[src/rtl/gcbp_bram_read_sequencer.sv]
// gcbp_bram_read_sequencer
// Walks the 4x4 array of GCBP sub-image BRAMs through their B ports, BRAM 0..15 in
// sub-image order (n = 4*vert + hori) and word 0..WORDS_PER_BRAM-1 within each, and
// streams the words out on a valid/ready interface tagged with their coordinates.
// Ports:
//   clk, rst_n         clock, asynchronous active-low reset
//   start              pulse that begins a pass (ignored unless idle)
//   busy, done         pass in progress / one-cycle completion pulse
//   bram_array_enb     one-hot port-B enable, bit n selects BRAM n
//   bram_array_addrb   shared port-B address
//   bram_array_doutb   concatenated port-B outputs, BRAM n at [n*DATA_WIDTH +: DATA_WIDTH]
//   out_*              output stream: data, vert/hori tags, word address, valid, ready
module gcbp_bram_read_sequencer #(
  parameter int unsigned DATA_WIDTH     = 32,
  parameter int unsigned ADDR_WIDTH     = 10,
  parameter int unsigned WORDS_PER_BRAM = 1024
) (
  input  logic                     clk,
  input  logic                     rst_n,
  input  logic                     start,
  output logic                     busy,
  output logic                     done,
  output logic [15:0]              bram_array_enb,
  output logic [ADDR_WIDTH-1:0]    bram_array_addrb,
  input  logic [16*DATA_WIDTH-1:0] bram_array_doutb,
  output logic [DATA_WIDTH-1:0]    out_data,
  output logic [1:0]               out_vert_subimage,
  output logic [1:0]               out_hori_subimage,
  output logic [ADDR_WIDTH-1:0]    out_word_addr,
  output logic                     out_valid,
  input  logic                     out_ready
);

  typedef enum logic [1:0] {StIdle, StRead, StDrain, StDone} state_e;

  localparam logic [ADDR_WIDTH-1:0] LastWord = ADDR_WIDTH'(WORDS_PER_BRAM - 1);

  state_e                 state_q, state_d;
  logic [3:0]             bram_cnt_q, bram_cnt_d;
  logic [ADDR_WIDTH-1:0]  word_cnt_q, word_cnt_d;
  logic [ADDR_WIDTH-1:0]  addrb_q, addrb_d;
  logic                   inflight_q, inflight_d;
  logic [3:0]             tag_bram_q, tag_bram_d;
  logic [ADDR_WIDTH-1:0]  tag_word_q, tag_word_d;

  logic [DATA_WIDTH-1:0]  fifo_data_q [2];
  logic [3:0]             fifo_bram_q [2];
  logic [ADDR_WIDTH-1:0]  fifo_word_q [2];
  logic                   wr_ptr_q, rd_ptr_q;
  logic [1:0]             fifo_cnt_q, fifo_cnt_d;

  logic                   issue, push, pop;
  logic [2:0]             occupancy;
  logic [DATA_WIDTH-1:0]  push_data;

  assign push      = inflight_q;
  assign pop       = (fifo_cnt_q != 2'd0) && out_ready;
  assign push_data = bram_array_doutb[32'(tag_bram_q) * DATA_WIDTH +: DATA_WIDTH];
  assign fifo_cnt_d = 2'(fifo_cnt_q + {1'b0, push} - {1'b0, pop});

  // A word leaving the FIFO this cycle frees its slot for the read issued now, which keeps
  // the stream at one word per cycle while guaranteeing FIFO + inflight never exceeds 2.
  assign occupancy = {1'b0, fifo_cnt_q} + {2'b0, inflight_q} - {2'b0, pop};

  always_comb begin
    state_d    = state_q;
    bram_cnt_d = bram_cnt_q;
    word_cnt_d = word_cnt_q;
    issue      = 1'b0;
    unique case (state_q)
      StIdle: begin
        if (start) begin
          state_d    = StRead;
          bram_cnt_d = '0;
          word_cnt_d = '0;
        end
      end
      StRead: begin
        if (occupancy < 3'd2) begin
          issue = 1'b1;
          if (word_cnt_q == LastWord) begin
            word_cnt_d = '0;
            bram_cnt_d = bram_cnt_q + 4'd1;
            if (bram_cnt_q == 4'd15) state_d = StDrain;
          end else begin
            word_cnt_d = word_cnt_q + 1'b1;
          end
        end
      end
      StDrain: begin
        // Looking at the next FIFO count lets done follow the final pop by one cycle.
        if (!inflight_q && fifo_cnt_d == 2'd0) state_d = StDone;
      end
      StDone:  state_d = StIdle;
      default: state_d = StIdle;
    endcase
  end

  always_comb begin
    inflight_d = issue;
    tag_bram_d = issue ? bram_cnt_q : tag_bram_q;
    tag_word_d = issue ? word_cnt_q : tag_word_q;
    addrb_d    = issue ? word_cnt_q : addrb_q;
  end

  assign bram_array_enb   = issue ? (16'd1 << bram_cnt_q) : 16'd0;
  assign bram_array_addrb = addrb_d;
  assign busy             = (state_q == StRead) || (state_q == StDrain);
  assign done             = (state_q == StDone);

  assign out_valid         = (fifo_cnt_q != 2'd0);
  assign out_data          = fifo_data_q[rd_ptr_q];
  assign out_vert_subimage = fifo_bram_q[rd_ptr_q][3:2];
  assign out_hori_subimage = fifo_bram_q[rd_ptr_q][1:0];
  assign out_word_addr     = fifo_word_q[rd_ptr_q];

  always_ff @(posedge clk or negedge rst_n) begin
    if (!rst_n) begin
      state_q    <= StIdle;
      bram_cnt_q <= '0;
      word_cnt_q <= '0;
      addrb_q    <= '0;
      inflight_q <= 1'b0;
      tag_bram_q <= '0;
      tag_word_q <= '0;
      wr_ptr_q   <= 1'b0;
      rd_ptr_q   <= 1'b0;
      fifo_cnt_q <= '0;
      for (int i = 0; i < 2; i++) begin
        fifo_data_q[i] <= '0;
        fifo_bram_q[i] <= '0;
        fifo_word_q[i] <= '0;
      end
    end else begin
      state_q    <= state_d;
      bram_cnt_q <= bram_cnt_d;
      word_cnt_q <= word_cnt_d;
      addrb_q    <= addrb_d;
      inflight_q <= inflight_d;
      tag_bram_q <= tag_bram_d;
      tag_word_q <= tag_word_d;
      fifo_cnt_q <= fifo_cnt_d;
      if (push) begin
        fifo_data_q[wr_ptr_q] <= push_data;
        fifo_bram_q[wr_ptr_q] <= tag_bram_q;
        fifo_word_q[wr_ptr_q] <= tag_word_q;
        wr_ptr_q              <= ~wr_ptr_q;
      end
      if (pop) rd_ptr_q <= ~rd_ptr_q;
    end
  end

endmodule

[config.mk]
export PLATFORM = sky130hd
export DESIGN_NAME = gcbp_bram_read_sequencer
export DESIGN_NICKNAME = d
export VERILOG_FILES = /design/src/rtl/gcbp_bram_read_sequencer.sv
export SDC_FILE = /design/constraint.sdc
export NUM_CORES = 1
export LEC_CHECK = 0
export ABC_AREA = 1
export CORE_AREA = 3 3 227 229
export CTS_CLUSTER_DIAMETER = 50
export DETAILED_ROUTE_END_ITERATION = 8
export DIE_AREA = 0 0 230 232
export PLACE_DENSITY = 0.62
export SETUP_SLACK_MARGIN = 0.05
export SYNTH_ARGS = -nofsm -noshare
export SYNTH_HDL_FRONTEND = slang
export SYNTH_SLANG_ARGS = --single-unit
[constraint.sdc]
create_clock -name clk -period 4 [get_ports clk]
set_input_delay 1.2 -clock clk [delete_from_list [all_inputs] [get_ports clk]]
set_output_delay 1.2 -clock clk [all_outputs]
set_load 0.01 [all_outputs]
======== Word-level counts from Yosys, hierarchy flattened ========
Cells that the tools add are included.
operators by class
  reductions and logical operators ........ 12
  multiplexer cells ....................... 36
  add/subtract/negate cells ............... 6
  eq/ne operators ......................... 10
  $lt $le $gt $ge ......................... 4
  shift operators ......................... 2
  bitwise operators ....................... 4
operators by type and width
  kind                     number
  $shiftx A512 B10 Y32     1
  $mux W32                 4
  $mux W10                 8
  $bwmux W64               1
  $demux W32 S1            1
  $mux W4                  7
  $bwmux W20               1
  $pmux W10 S2             1
  $mux W16                 1
  $shl A1 B4 Y16 const A   1
  $add A10 B1 Y10 const B  1
  $demux W10 S1            1
  $eq A10 B10 Y1 const B   1
  $mux W2                  5
  $ne A2 B2 Y1 const B     5
  $bwmux W8                1
  $pmux W2 S4              1
  $pmux W4 S2              1
  $reduce_and A5 Y1        1
  $add A4 B1 Y4 const B    1
  $demux W4 S1             1
  $eq A2 B2 Y1 const B     2
  $eq A4 B4 Y1 const B     1
  $ge A2 B2 Y1 const B     2
  17 further kinds         24
word-level totals
  input bits .............................. 516
  output and inout port bits .............. 75
  word-level logic and storage cells ...... 90
  register bits ........................... 137

======== Longest topological paths before layout ========
Gate-level depths: netlist of run 1.
  depth after elaboration ................. 7
  depth in mapped cells ................... 16
  gate-level depth less buffers ........... 16

======== Worst setup path before layout of run 1 ========
OpenSTA, ideal clock, no wires.
  kind .................................... input to output
  start ................................... input port out_ready
  end ..................................... output port bram_array_addrb[1]
  buffers on the path ..................... 1
  setup slack ............................. -0.228 ns
  required time ........................... 2.800 ns
  arrival ................................. 3.028 ns
  stages .................................. 12
  cell sequence ........................... nand2_1 inv_1 ha_1 inv_1 ha_1 fa_1 inv_1 nand4_4 inv_2 buf_2 nand2_1 nand2_1
on the way
  word-level cells in the longest chain between the ends .. 6
ends and longest elaborated chain
  item                 line  source
  start: declaration   31    input logic out_ready
  $logic_and A1 B1 Y1  57    assign pop = (fifo_cnt_q != 2'd0) && out_ready;
  net pop              52    logic issue, push, pop;
  $sub A3 B1 Y3        63    assign occupancy = {1'b0, fifo_cnt_q} + {2'b0, inflight_q} - {2'b0, pop};
  $lt A3 B2 Y1         79    if (occupancy < 3'd2) begin
  $mux W1              79
  $mux W1              70    unique case (state_q)
  $mux W10             103   addrb_d = issue ? word_cnt_q : addrb_q;
  end: declaration     24    output logic [ADDR_WIDTH-1:0] bram_array_addrb,
The timed path passes the listed nets, and every way through them passes these cells.

======== Worst setup path in the final report of run 1 ========
  start ................................... input port out_ready
  end ..................................... output port bram_array_addrb[2]
The elaborated chain is that of the path after synthesis.

==> results of run 1 <==
==> timing repair <==
item,in CTS,in global routing
buffers inserted,11,1
setup endpoints to repair,26,26
gates cloned,2,0
gates resized for setup,154,17
pin swaps,12,5
==> metal layers <==
metal,wire length (um),up-vias
met1,24900,6939
met3,4509,100
met5,75,-
li1,-,7995
met4,2043,12
met2,32410,535
==> kinds of logic after synthesis <==
family | Yosys count
AOI/OAI and AO/OA | 62
buffers and inverters | 571
adders and majority gates | 14
and+or+nand+nor | 1544
xor gates and xnor gates | 4
DFF | 137
==> cell type report <==
class	count	area, sq um	area share
multi-input combinational	1625	7217	0.3566
inverter	432	1642	0.08110
timing repair buffer	642	6492	0.3208
tap	672	840.8	0.04154
sequential	137	3440	0.1699
clock buffer	18	439.2	0.02170
clock inverter	13	145.1	0.007171
antenna	10	25.02	0.001236
==> worst reg2reg max path: stages (launching register included) <==
cell,delay [ps]
dfrtp_1,360
inv_1,110
nand2_1,160
nand2_8,100
inv_4,40
ha_4,250
inv_2,40
ha_4,140
fa_1,460
inv_2,100
nand4_4,110
buf_4,210
buf_4,180
nand2_1,90
nand2_1,100
buf_4,180
a21oi_1,120
a21oi_1,50
==> flip-flops by register name, indices dropped and copies added (netlist names) <==
register,count
bram_cnt_q,4
tag_word_q,10
tag_bram_q,4
fifo_cnt_q,2
wr_ptr_q,1
fifo_data_q,64
inflight_q,1
state_q,2
fifo_word_q,20
fifo_bram_q,8
word_cnt_q,10
addrb_q,10
rd_ptr_q,1
==> report_power, final <==
part / leakage (nW) / internal, W / switching [W]
Clock: 0.291 / 0.000937 / 0.000646
Sequential: 1.74 / 0.00197 / 0.000310
Combinational: 8.77 / 0.00284 / 0.00450
==> cell usage in the layout, fill, tap and decap left out, types with 4 or more instances in the layout <==
cell and n:
clkbuf_16 17, nand2_1 1090, dfrtp_1 132, nand3_1 394
ha_1 11, nand2_8 4, inv_1 422, nand2_2 10
nor2_1 10, nor2_4 17, diode_2 10, o21ai_1 7
buf_6 27, clkinv_4 5, inv_2 5, a21oi_1 7
nand2_4 14, clkdlybuf4s50_1 562, o21ai_0 47, buf_12 12
buf_4 39
==> metrics by stage <==
stage	total power (W)	instance area, sq um
finish	0.01120	20240
global placement	0.009536	19320
CTS	0.01142	20190
detailed placement	0.009560	19320
floorplan	0.006533	12940
global route	0.01226	20240
==> worst min-delay path by stage <==
stage          slack (ps)  depth (start not counted)            start              end
2_1_floorplan         450                          2   fifo_data_q[0]   fifo_data_q[0]
3_3_place_gp          460                          2       addrb_q[4]       addrb_q[4]
3_5_place_dp          460                          2       addrb_q[6]       addrb_q[6]
4_1_cts               480                          2  fifo_data_q[47]  fifo_data_q[47]
5_1_grt               500                          2  fifo_data_q[20]  fifo_data_q[20]
6_report              480                          2  fifo_data_q[23]  fifo_data_q[23]
==> summary.md, run 1 <==
| Metric | Value |
|---|---|
| Outcome | `complete, but fails checks` |
| Via count | `15,581` |
| Stages on the worst setup path | `15` |
| RR Endpoint | `word_cnt_q[4]` |
| GPL Wtd Cong | `0.8756` |
| Top cells by area, synth | `nand2_1 33%, dfrtp_1 27%, nand3_1 15%, inv_1 13%, buf_2 2.2%` |
| Sequential element share of the synthesized area | `0.2691` |
| Adder-Cell Fraction of Synth Area | `0.01434` |
| DP HPWL | `49.04 mm` |
| WHS | `476.7 ps` |
| Vias in the first global route | `15,206` |
| Syn nets | `2,862` |
| Syn Area/Cell | `5.464 sq um` |
| Initial Utilization | `0.2555` |
| Area of the core | `49,860 sq um` |
| Clk_lat worst skew | `430 ps` |
| WP data required | `2800 ps` |
| Flop-to-flop setup slack | `1090 ps` |
| Fmax | `232.5 MHz` |
| Period utilization | `1.075` |
| CTS buffer count | `17` |
| Worst-path cell chain | `buf_8, nand2_8, inv_4, ha_4, inv_2, ha_4, fa_1, inv_2, nand4_4, inv_8, buf_12, buf_12, nand2_4, nand2_4, buf_6` |
| CP max FO | `6` |
| DIE AREA | `53,360 sq um` |
| Min Tclk post-route | `4300 ps` |
| Via/cell ratio | `4.390` |
| Maximum vdd ir drop | `0.0004398 V` |
| Pwr dens | `553.4 nW/um^2` |
| Critical Path Sink Type | `output port` |
| Num ports | `591` |
| Non-filler instance count after layout | `3,549` |
| Largest net degree at the start of global routing | `140` |
| Worst path max stage delay | `460 ps` |
| Area share of the largest cell type after synthesis | `0.3285` |
| # DRC | `0` |
| Startpoint class of the critical path | `input pin` |
| Worst reg2reg path depth | `17` |
| Commonest cells in the netlist | `1,115 x nand2_1, 428 x inv_1, 394 x nand3_1` |
| Clock tree buffer depth | `2` |
| Setup WS post-layout | `-300.4 ps` |
| Post-Syn Instances | `2,332` |
| Area growth syn-to-layout | `58.86%` |
| Worst slew pin tran | `897.2 ps` |
| Kind of critical path | `input pin to output port` |
| Synth Warn # | `0` |
| Htree depth | `4` |
| Antenna violations before repair | `27` |
| Worst setup path endpoint | `bram_array_addrb[2]` |
| I/O Buffers | `590` |
| Place WS | `-1173 ps` |
| Max-slew headroom | `0.4018` |
| CP max stage cell | `fa_1` |
| P_leak | `10.81 nW` |
| Clk slew on worst S/H paths | `60 ps` |
| Final Core Density | `0.4059` |
| Post-synthesis compound-gate area fraction | `0.02524` |
| Die Wd | `230 um` |
| Failing checks | `setup timing` |
| Synth Area in XOR/XNOR | `0.002750` |
| Critical Path AT | `3100 ps` |
| Yosys reg bits | `137` |
| Filler Cell Count | `5,459` |
| Yosys cell types | `29` |
| GRT met2 Usage | `0.4243` |
| Top Family by Delay on Critical Path | `adder cells` |
| Rows | `82` |
| GR Layer Usage met1 | `0.2685` |
| Synth area leader | `nand2_1` |
| Final WL | `63.94 mm` |
| Most used DFF post-synth | `dfrtp_1` |
| Post-DRT Antenna Nets | `0` |
| Multiplexer share of the synthesized area | `0` |
| CTS hold repair buffers | `0` |
| Mapped cell area | `12,740 sq um` |
| Router iterations before antenna repair | `5` |
| Clock Skew | `7.843 ps` |
| Count leader, synth | `nand2_1` |
| GRT Total Usage | `0.2343` |
| First-pass GRT wire length | `94.70 mm` |
| Pins Over Slew Limit | `0` |
| Simple logic cell fraction of the synthesized area | `0.4969` |
| Die extent in y | `232 um` |
| EDFF count, synth | `0` |
| Clock sink total | `137` |
| Initial drt markers | `948` |
| Setup_tns | `-6322 ps` |
| Synth async-reset ratio | `1.000` |
| Grt ovf | `0` |
| Max-cap viol count | `0` |
| Endpoints failing setup | `26` |
| Worst hold-check path type | `flip-flop to flip-flop` |
| Nets | `3,385` |
| Root cell of the clock tree | `clkbuf_16` |
| CP Buf/Inv Count | `8` |
| CTS tree | `done` |
| Met3 Track Usage GR | `0.05729` |
| Critical Path Source | `out_ready` |
| Placed Cells incl. Taps | `3,496` |
| Final Hold Viols | `0` |
| RSZ-0062 raised after global routing | `true` |
| Reg-to-reg startpoint | `fifo_cnt_q[0]` |
| Drt wl/cell | `18.02 um` |
| Largest family of logic cells by synthesized area | `simple AND/OR/NAND/NOR gates` |
| Layout cells sized above 1 | `0.06139` |
| GR peak layer | `met2` |
Power figures use the tool's default switching activity.
==> run 2, diff against run 1 <==
- CAP_MARGIN: unset -> 20
==> results of run 2 <==
Final layout, timing and power as in run 1 (identical DEF).
==> run 3, diff against run 2 <==
- CORE_AREA: 3 3 227 229 -> 5 5 229 231
- DIE_AREA: 0 0 230 232 -> 0 0 234 236
==> run 3 against run 2 <==
- the flow still finishes with violations (setup timing)
- clock power down 3%
- register-to-register slack better by 50 ps
- power down 0.47%
- sequential cell count unchanged
- sequential power up 3%
- via count up 1.1%
- clock skew down 0.51 ps
- critical endpoint is now bram_array_enb[3]
- fmax up 0.96%
- worst hold slack better by 0.61 ps
- combinational power down 1%
- clock-buffer cell count up 1
- die area up 3.5%
==> summary.md, run 3 (synthesized netlist as in run 1, its figures left out) <==
| Metric | Value |
|---|---|
| Outcome | `complete, but fails checks` |
| Failing checks | `setup timing` |
| Worst hold-check path type | `flip-flop to flip-flop` |
| Antenna violations before repair | `27` |
| First-pass GRT wire length | `94.53 mm` |
| Sequential share of power | `0.211` |
| Root cell of the clock tree | `clkbuf_16` |
| Min Tclk post-route | `4259 ps` |
| Clock sink total | `137` |
| Period utilization | `1.065` |
| Comb power frac | `0.651` |
| Rows | `82` |
| Internal Power | `0.005707 W` |
| Final Core Density | `0.4046` |
| GR Layer Usage met1 | `0.2658` |
| Post-Layout Inst Area | `20,170 sq um` |
| Clk_lat worst skew | `420 ps` |
| CTS hold repair buffers | `0` |
| Router iterations before antenna repair | `5` |
| Num ports | `591` |
| Worst setup path endpoint | `bram_array_enb[3]` |
| Non-filler instance count after layout | `3,548` |
| Nets | `3,384` |
| DP HPWL | `50.87 mm` |
| Met3 Track Usage GR | `0.05833` |
| GPL Wtd Cong | `0.8989` |
| GRT met2 Usage | `0.4032` |
| RSZ-0062 raised after global routing | `true` |
| Final Hold Viols | `0` |
| Number of flip-flops in the largest register | `64` |
| Overall power | `0.01115 W` |
| Drt wl/cell | `18.40 um` |
| WHS | `477.3 ps` |
| CTS buffer count | `17` |
| Critical Path Sink Type | `output port` |
| Area growth syn-to-layout | `58.33%` |
| Cell area after placement | `19,360 sq um` |
| Setup WS post-layout | `-259.3 ps` |
| Post-DRT Antenna Nets | `0` |
| Grt ovf | `0` |
| Max-slew headroom | `0.3241` |
| Initial Utilization | `0.2555` |
| Switching pwr | `0.005441 W` |
| Final WL | `65.29 mm` |
| Via/cell ratio | `4.440` |
| GRT Total Usage | `0.2253` |
| DIE AREA | `55,220 sq um` |
| CTS tree | `done` |
| Max-cap viol count | `0` |
| Commonest non-fill, non-tap cell in the layout | `nand2_1` |
| Worst slew pin tran | `1008 ps` |
| Largest net degree at the start of global routing | `147` |
| P_leak | `10.73 nW` |
| Area of the core | `49,860 sq um` |
| CP max FO | `8` |
| Top reg by flops | `fifo_data_q` |
| Worst reg2reg path depth | `16` |
| Pwr dens | `552.6 nW/um^2` |
| Clock tree buffer depth | `2` |
| Layout cells sized above 1 | `0.06034` |
| GR peak layer | `met2` |
| Net Sw Frac | `0.4881` |
| Flop-to-flop setup slack | `1140 ps` |
| Reg-to-reg startpoint | `fifo_cnt_q[0]` |
| Most frequent cells in the layout | `1,093 x nand2_1, 562 x clkdlybuf4s50_1, 422 x inv_1` |
| Largest regs | `fifo_data_q (64), fifo_word_q (20)` |
| Critical Path Source | `out_ready` |
| # DRC | `0` |
| Clk slew on worst S/H paths | `60 ps` |
| Filler Cell Count | `5,536` |
| Critical Path AT | `3060 ps` |
| Vias in the first global route | `15,149` |
| Placed Cells incl. Taps | `3,497` |
| Fmax | `234.8 MHz` |
| Maximum vdd ir drop | `0.0002976 V` |
| Kind of critical path | `input pin to output port` |
| Startpoint class of the critical path | `input pin` |
| Clock share of power | `0.138` |
| Htree depth | `4` |
| Clock Skew | `7.333 ps` |
| Initial drt markers | `875` |
| Via count | `15,754` |
| Pins Over Slew Limit | `0` |
| WP data required | `2800 ps` |
| Endpoints failing setup | `26` |
| I/O Buffers | `590` |
| RR Endpoint | `bram_cnt_q[1]` |
| Die extent in y | `236 um` |
| Die Wd | `234 um` |
run 3: layout make-up:
type / count / area (sq um) / area share
sequential: 137 / 3440 / 0.1705
multi-input combinational: 1625 / 7141 / 0.3540
antenna: 9 / 22.52 / 0.001116
clock inverter: 13 / 120.1 / 0.005954
timing repair buffer: 641 / 6515 / 0.3230
clock buffer: 19 / 452.9 / 0.02245
tap: 672 / 840.8 / 0.04168
inverter: 432 / 1642 / 0.08137
run 3: repair_timing:
item | 4_1_cts | 5_1_grt
buffers inserted | 8 | 1
cloned | 1 | 0
pin swaps | 12 | 5
setup endpoints to repair | 26 | 26
gates resized for setup | 153 | 2
run 3: stage by stage:
step | setup TNS [ps] | setup slack, ps
after floorplan | -1250 | -69.50
after global placement | -29370 | -1165
after detailed placement | -29870 | -1190
after CTS | -6610 | -307.8
after global routing | -7922 | -340.1
final | -5932 | -259.3
run 3: worst max-delay path, stage by stage:
cell     delay, ps
buf_8          100
nand2_8         60
inv_4           30
ha_4           250
inv_2           40
ha_4           140
fa_1           470
inv_2           90
nand4_4        120
inv_8          120
buf_6          110
nand2_8        100
nor2_4         110
buf_6          110
run 3: layer usage:
layer | vias to the layer above | wire length (um)
met5 | - | 90
met4 | 16 | 1464
met3 | 100 | 5267
met2 | 526 | 33150
met1 | 7112 | 25320
li1 | 8000 | -
run 3: power groups by stage:
| stage | registers, W | logic (W) | clock network, W |
|---|---|---|---|
| 3_3_place_gp | 0.00236 | 0.00724 | 0 |
| 2_1_floorplan | 0.00220 | 0.00433 | 0 |
| 5_1_grt | 0.00243 | 0.00810 | 0.00164 |
| 3_5_place_dp | 0.00237 | 0.00728 | 0 |
| 6_report | 0.00235 | 0.00726 | 0.00154 |
| 4_1_cts | 0.00235 | 0.00742 | 0.00157 |
run 3: how the worst min path moves through the flow:
stage,from,end,slack [ps],cells after the start
global route,fifo_data_q[1],fifo_data_q[1],490,2
CTS,fifo_data_q[41],fifo_data_q[41],480,2
global placement,addrb_q[7],addrb_q[7],460,2
detailed placement,addrb_q[8],addrb_q[8],450,2
finish,fifo_data_q[6],fifo_data_q[6],480,2
floorplan,fifo_data_q[0],fifo_data_q[0],450,2
